$ cat config.mk
export PLATFORM = sky130hd
export DESIGN_NAME = pipeline_hazard_ctrl
export DESIGN_NICKNAME = d
export VERILOG_FILES = /design/src/rtl/pipeline_hazard_ctrl.sv
export SDC_FILE = /design/constraint.sdc
export NUM_CORES = 1
export LEC_CHECK = 0
export CAP_MARGIN = 10
export CORE_MARGIN = 3
export CORE_UTILIZATION = 36
export CTS_CLUSTER_DIAMETER = 150
export DETAILED_ROUTE_END_ITERATION = 10
export GPL_TIMING_DRIVEN = 0
export PLACE_DENSITY = 0.84
export SLEW_MARGIN = 10
export SYNTH_ARGS = -nofsm -noshare
export SYNTH_HDL_FRONTEND = slang
export SYNTH_SLANG_ARGS = --single-unit
$ cat constraint.sdc
create_clock -name clk -period 3.32 [get_ports clk]
set_clock_uncertainty 0.05 [all_clocks]
set_input_delay 0.83 -clock clk [delete_from_list [all_inputs] [get_ports clk]]
set_output_delay 0.83 -clock clk [all_outputs]
set_load 0.02 [all_outputs]
$ cat src/rtl/pipeline_hazard_ctrl.sv
// Pipeline hazard controller: chooses one action per cycle (FLUSH > FREEZE > STALL > RUN), drives forwarding selects and tracks stage validity.
// Optional performance counters are compiled in when PERF_CNT_EN is defined.
module pipeline_hazard_ctrl #(
  parameter int REG_W        = 5,
  parameter int BRANCH_STAGE = 3,
  parameter int CNT_W        = 32
) (
  input  logic             clk,
  input  logic             reset,
  input  logic [REG_W-1:0] id_rs1,
  input  logic [REG_W-1:0] id_rs2,
  input  logic             id_use_rs1,
  input  logic             id_use_rs2,
  input  logic [REG_W-1:0] ex_rd,
  input  logic             ex_memread,
  input  logic [REG_W-1:0] mem_rd,
  input  logic             mem_regwrite,
  input  logic [REG_W-1:0] wb_rd,
  input  logic             wb_regwrite,
  input  logic             branch_taken,
  input  logic             ex_busy,
  output logic             pc_write,
  output logic             if_id_write,
  output logic             id_ex_write,
  output logic             if_id_flush,
  output logic             id_ex_bubble,
  output logic             ex_mem_bubble,
  output logic             ex_kill,
  output logic [1:0]       fwd_a,
  output logic [1:0]       fwd_b,
  output logic [3:0]       stage_valid,
  output logic [1:0]       state
`ifdef PERF_CNT_EN
  ,
  output logic [3*CNT_W-1:0] perf_cnt
`endif
);

  typedef enum logic [1:0] {
    ACT_RUN    = 2'd0,
    ACT_STALL  = 2'd1,
    ACT_FREEZE = 2'd2,
    ACT_FLUSH  = 2'd3
  } action_t;

  // A branch resolved in MEM also has a wrong-path instruction sitting in EX.
  localparam bit BR_IN_MEM = (BRANCH_STAGE == 3);

  action_t    action;
  action_t    action_p1;
  logic [3:0] valid_p1;
  logic [3:0] valid_nxt;
  logic       load_use;

  function automatic logic [1:0] fwd_sel(
    input logic [REG_W-1:0] src,
    input logic [REG_W-1:0] m_rd,
    input logic             m_we,
    input logic [REG_W-1:0] w_rd,
    input logic             w_we
  );
    logic [1:0] sel;
    sel = 2'b00;
    if (m_we && (m_rd != '0) && (m_rd == src))
      sel = 2'b10;
    else if (w_we && (w_rd != '0) && (w_rd == src))
      sel = 2'b01;
    return sel;
  endfunction

  // The stall is suppressed right after a STALL so a single load-use event costs exactly one cycle.
  always_comb begin
    load_use = ex_memread && (ex_rd != '0) &&
               ((id_use_rs1 && (id_rs1 == ex_rd)) || (id_use_rs2 && (id_rs2 == ex_rd)));
    if (reset)
      action = ACT_RUN;
    else if (branch_taken)
      action = ACT_FLUSH;
    else if (ex_busy)
      action = ACT_FREEZE;
    else if (load_use && (action_p1 != ACT_STALL))
      action = ACT_STALL;
    else
      action = ACT_RUN;
  end

  always_comb begin
    pc_write      = 1'b1;
    if_id_write   = 1'b1;
    id_ex_write   = 1'b1;
    if_id_flush   = 1'b0;
    id_ex_bubble  = 1'b0;
    ex_mem_bubble = 1'b0;
    ex_kill       = 1'b0;
    valid_nxt     = {valid_p1[2:0], 1'b1};
    unique case (action)
      ACT_STALL: begin
        pc_write     = 1'b0;
        if_id_write  = 1'b0;
        id_ex_bubble = 1'b1;
        valid_nxt    = {valid_p1[2:1], 1'b0, valid_p1[0]};
      end
      ACT_FREEZE: begin
        pc_write      = 1'b0;
        if_id_write   = 1'b0;
        id_ex_write   = 1'b0;
        ex_mem_bubble = 1'b1;
        valid_nxt     = {valid_p1[2], 1'b0, valid_p1[1:0]};
      end
      ACT_FLUSH: begin
        if_id_flush   = 1'b1;
        id_ex_bubble  = 1'b1;
        ex_mem_bubble = BR_IN_MEM;
        ex_kill       = BR_IN_MEM;
        valid_nxt     = {valid_p1[2], (BR_IN_MEM ? 1'b0 : valid_p1[1]), 2'b00};
      end
      default: ;
    endcase
  end

  assign fwd_a       = reset ? 2'b00 : fwd_sel(id_rs1, mem_rd, mem_regwrite, wb_rd, wb_regwrite);
  assign fwd_b       = reset ? 2'b00 : fwd_sel(id_rs2, mem_rd, mem_regwrite, wb_rd, wb_regwrite);
  assign stage_valid = reset ? 4'b0000 : valid_p1;
  assign state       = reset ? ACT_RUN : action_p1;

  // Stage boundary: action and validity registered for the next cycle.
  always_ff @(posedge clk) begin
    if (reset) begin
      action_p1 <= ACT_RUN;
      valid_p1  <= 4'b0000;
    end else begin
      action_p1 <= action;
      valid_p1  <= valid_nxt;
    end
  end

`ifdef PERF_CNT_EN
  logic [CNT_W-1:0] retire_cnt;
  logic [CNT_W-1:0] stall_cnt;
  logic [CNT_W-1:0] flush_cnt;

  always_ff @(posedge clk) begin
    if (reset) begin
      retire_cnt <= '0;
      stall_cnt  <= '0;
      flush_cnt  <= '0;
    end else begin
      if (valid_p1[3])
        retire_cnt <= retire_cnt + 1'b1;
      if ((action == ACT_STALL) || (action == ACT_FREEZE))
        stall_cnt <= stall_cnt + 1'b1;
      if (action == ACT_FLUSH)
        flush_cnt <= flush_cnt + 1'b1;
    end
  end

  assign perf_cnt = reset ? '0 : {flush_cnt, stall_cnt, retire_cnt};
`endif

endmodule

==> impl_metrics.ini <==
[global_routing]
gr-usage-all-layers_pct = 19.6
grt_pass1_wl_um = 3990
use_met3_pct = 4.84
grt_overflow = 0
antenna_found_initial = 0
grt_max_degree = 11
grt_pass1_vias = 969
use_met2_pct = 36.4
gr-usage-met1_pct = 20.1
top_usage_layer = met2

[cts]
cts.reportedPaths.clkPinSlew_ns = 0.04
root_buffer = clkbuf_4
clkSinkCount = 6
cts_tree = built
cts_made_buffers = 3
insertion_delay_ns = 0.24
cts.path.max_buffers = 2
cts_max_level = 1

[routing]
detail-route-antenna-nets = 0
drtIter0Drc = 8
vias = 903
wire_per_inst_um = 14.9
routed_wl_um = 2660
drtPass1Iterations = 4
vias_per_cell = 5.07
drc = 0

[critical_path]
crit_path_start = wb_regwrite
cp-end-kind = output pin
critPathLaunchType = primary input
required_ns = 2.44
r2r_slack_ns = 1.68
rr_startpoint = action_p1[1]
crit_path_end = fwd_a[0]
path_max_fanout = 2
critical-path-max-stage-delay_ns = 0.55
crit_type = primary input to output pin
cp.buffers_inverters = 2
cpMaxStageDelayCell = or4_4
crit_cells = 6
path_cells = clkdlybuf4s50_1 -> nor2b_4 -> o21ai_2 -> or4_4 -> nor4_4 -> buf_4
r2r-end = valid_p1[1]
r2r_cells = 8
worst_ep_arrival_time_ns = 2.39
cpLargestDelayFamily = simple AND/OR/NAND/NOR gates

[die]
die_y_um = 52.3
dieArea_um2 = 2740
core-area_um2 = 2000
io_pins = 51
placementRows = 16
initial_core_util_pct = 38.6
die-width_um = 52.3

[timing]
fin_crit_ns = 3.27
finalCritPeriodShare_pct = 98.6
setup_viol = 0
hold_viol = 0
drv_slew = 0
slew_headroom_pct = 70.0
clock.fmax_mhz = 305
worstMarginPinSlew_ns = 0.450

[synthesis]
synth-edff-count = 0
synth_top_area_share_pct = 22.7
synth-async-reset-ratio_pct = 0
yosys.area.top_type = xnor2_1
synth-seq-cells = 6
syn_inst = 94
yosys_warnings = 0
synth_area_leaders = xnor2_1, dfxtp_1, xor2_1
synth_cell_types = 28
postSynthAreaPerCell_um2 = 8.21
syn-cell-area_um2 = 772
syn-num-nets = 132
synthFlopType = dfxtp_1
ys_seq_area_share_pct = 15.6

[run]
drv_cap = 0

[power]
power.density_nw_per_um2 = 219
finalPower_w = 0.000297
ir_worst_vdd_mv = 0.266
p_leak_nw = 0.593

[min_path]
min_path_type = register to register

[final_layout]
nets = 191
syn_to_final_growth_pct = 75.7
stdcell_count = 178
layout_commonest_cell = xnor2_1
post-route-util_pct = 67.8
final_layout_size_suffix_gt1_share_pct = 33.8
insertedDiodeCount = 0
final_cell_mix = xnor2_1, clkdlybuf4s50_1, clkbuf_2, dlygate4sd2_1, xor2_1

[placed_design]
dp_hpwl_um = 2090
place_inst = 171
port_buffers = 50
place_congestion = 0.832

[run_status]
status = finished clean
cell type report:
type / count / area [um2]
Tap cell: 27 / 33.8
Buffer: 3 / 18.8
Multi-Input combinational cell: 82 / 723
Timing Repair Buffer: 54 / 427
Sequential cell: 6 / 120
Clock buffer: 3 / 22.5
Fill cell: 186 / 646
Inverter: 3 / 11.3
worst min-delay path by stage:
| stage | slack, ns | startpoint | end | depth (start not counted) |
|---|---|---|---|---|
| after floorplan | 0.38 | valid_p1[2] | valid_p1[3] | 1 |
| after global placement | 0.39 | valid_p1[2] | valid_p1[3] | 1 |
| after detailed placement | 0.40 | valid_p1[2] | valid_p1[3] | 1 |
| after CTS | 0.41 | valid_p1[2] | valid_p1[3] | 1 |
| after global routing | 0.43 | valid_p1[2] | valid_p1[3] | 1 |
| final | 0.40 | valid_p1[2] | valid_p1[3] | 1 |
metal layers:
layer  vias to the layer above  routed length [um]
li1                        441                   -
met1                       408                1030
met2                        48                1300
met3                         6                 287
met4                         0                  38
met5                         -                   0
sequential cells by signal, summed over array words and instances (netlist names):
name / count
action_p1: 2
valid_p1: 4
cell usage after synthesis, types with 2 or more instances:
cell,count
a41o_1,3
buf_4,2
dfxtp_1,6
ha_1,4
inv_1,3
nand2_1,5
nand3_1,2
nand4_1,2
nor2_1,4
nor2b_1,9
nor3_1,3
nor4_1,2
nor4_2,2
or2_2,2
or4_1,4
xnor2_1,20
xor2_1,10
report_power, final:
group / internal, W / total (W) / switching (W)
logic: 0.0000777 / 0.000154 / 0.0000767
registers: 0.0000756 / 0.0000771 / 0.00000155
clock network: 0.0000408 / 0.0000659 / 0.0000251
stage by stage:
stage / setup TNS, ns / area [um2] / hold WS (ns) / setup WS [ns]
final: 0 / 1360 / 0.405 / 0.0463
after global routing: -0.0603 / 1360 / 0.429 / -0.0581
after CTS: -0.0599 / 1350 / 0.410 / -0.0599
after detailed placement: -6.69 / 1310 / 0.400 / -0.904
after global placement: -6.08 / 1310 / 0.387 / -0.829
after floorplan: 0 / 772 / 0.380 / 0.306
cells by family (layout without fill, tap and decap cells):
| family | Yosys count | in the layout | synth area share, % |
|---|---|---|---|
| AOI/OAI and AO/OA | 9 | 9 | 9.24 |
| DFF | 6 | 6 | 15.6 |
| adders and majority gates | 4 | 4 | 6.48 |
| xor gates and xnor gates | 30 | 30 | 34.0 |
| buffers and inverters | 6 | 63 | 3.89 |
| and+or+nand+nor | 38 | 38 | 29.5 |
| muxes | 1 | 1 | 1.30 |
what timing repair did:
| item | 4_1_cts | 5_1_grt |
|---|---|---|
| hold buffers | 0 | 0 |
| setup buffers | 3 | 1 |
| cloned | 0 | 0 |
| pin swaps | 11 | 15 |
| endpoints found under the setup margin | 13 | 8 |
| gates resized for setup | 75 | 40 |
(Power assumes the default switching activity.)
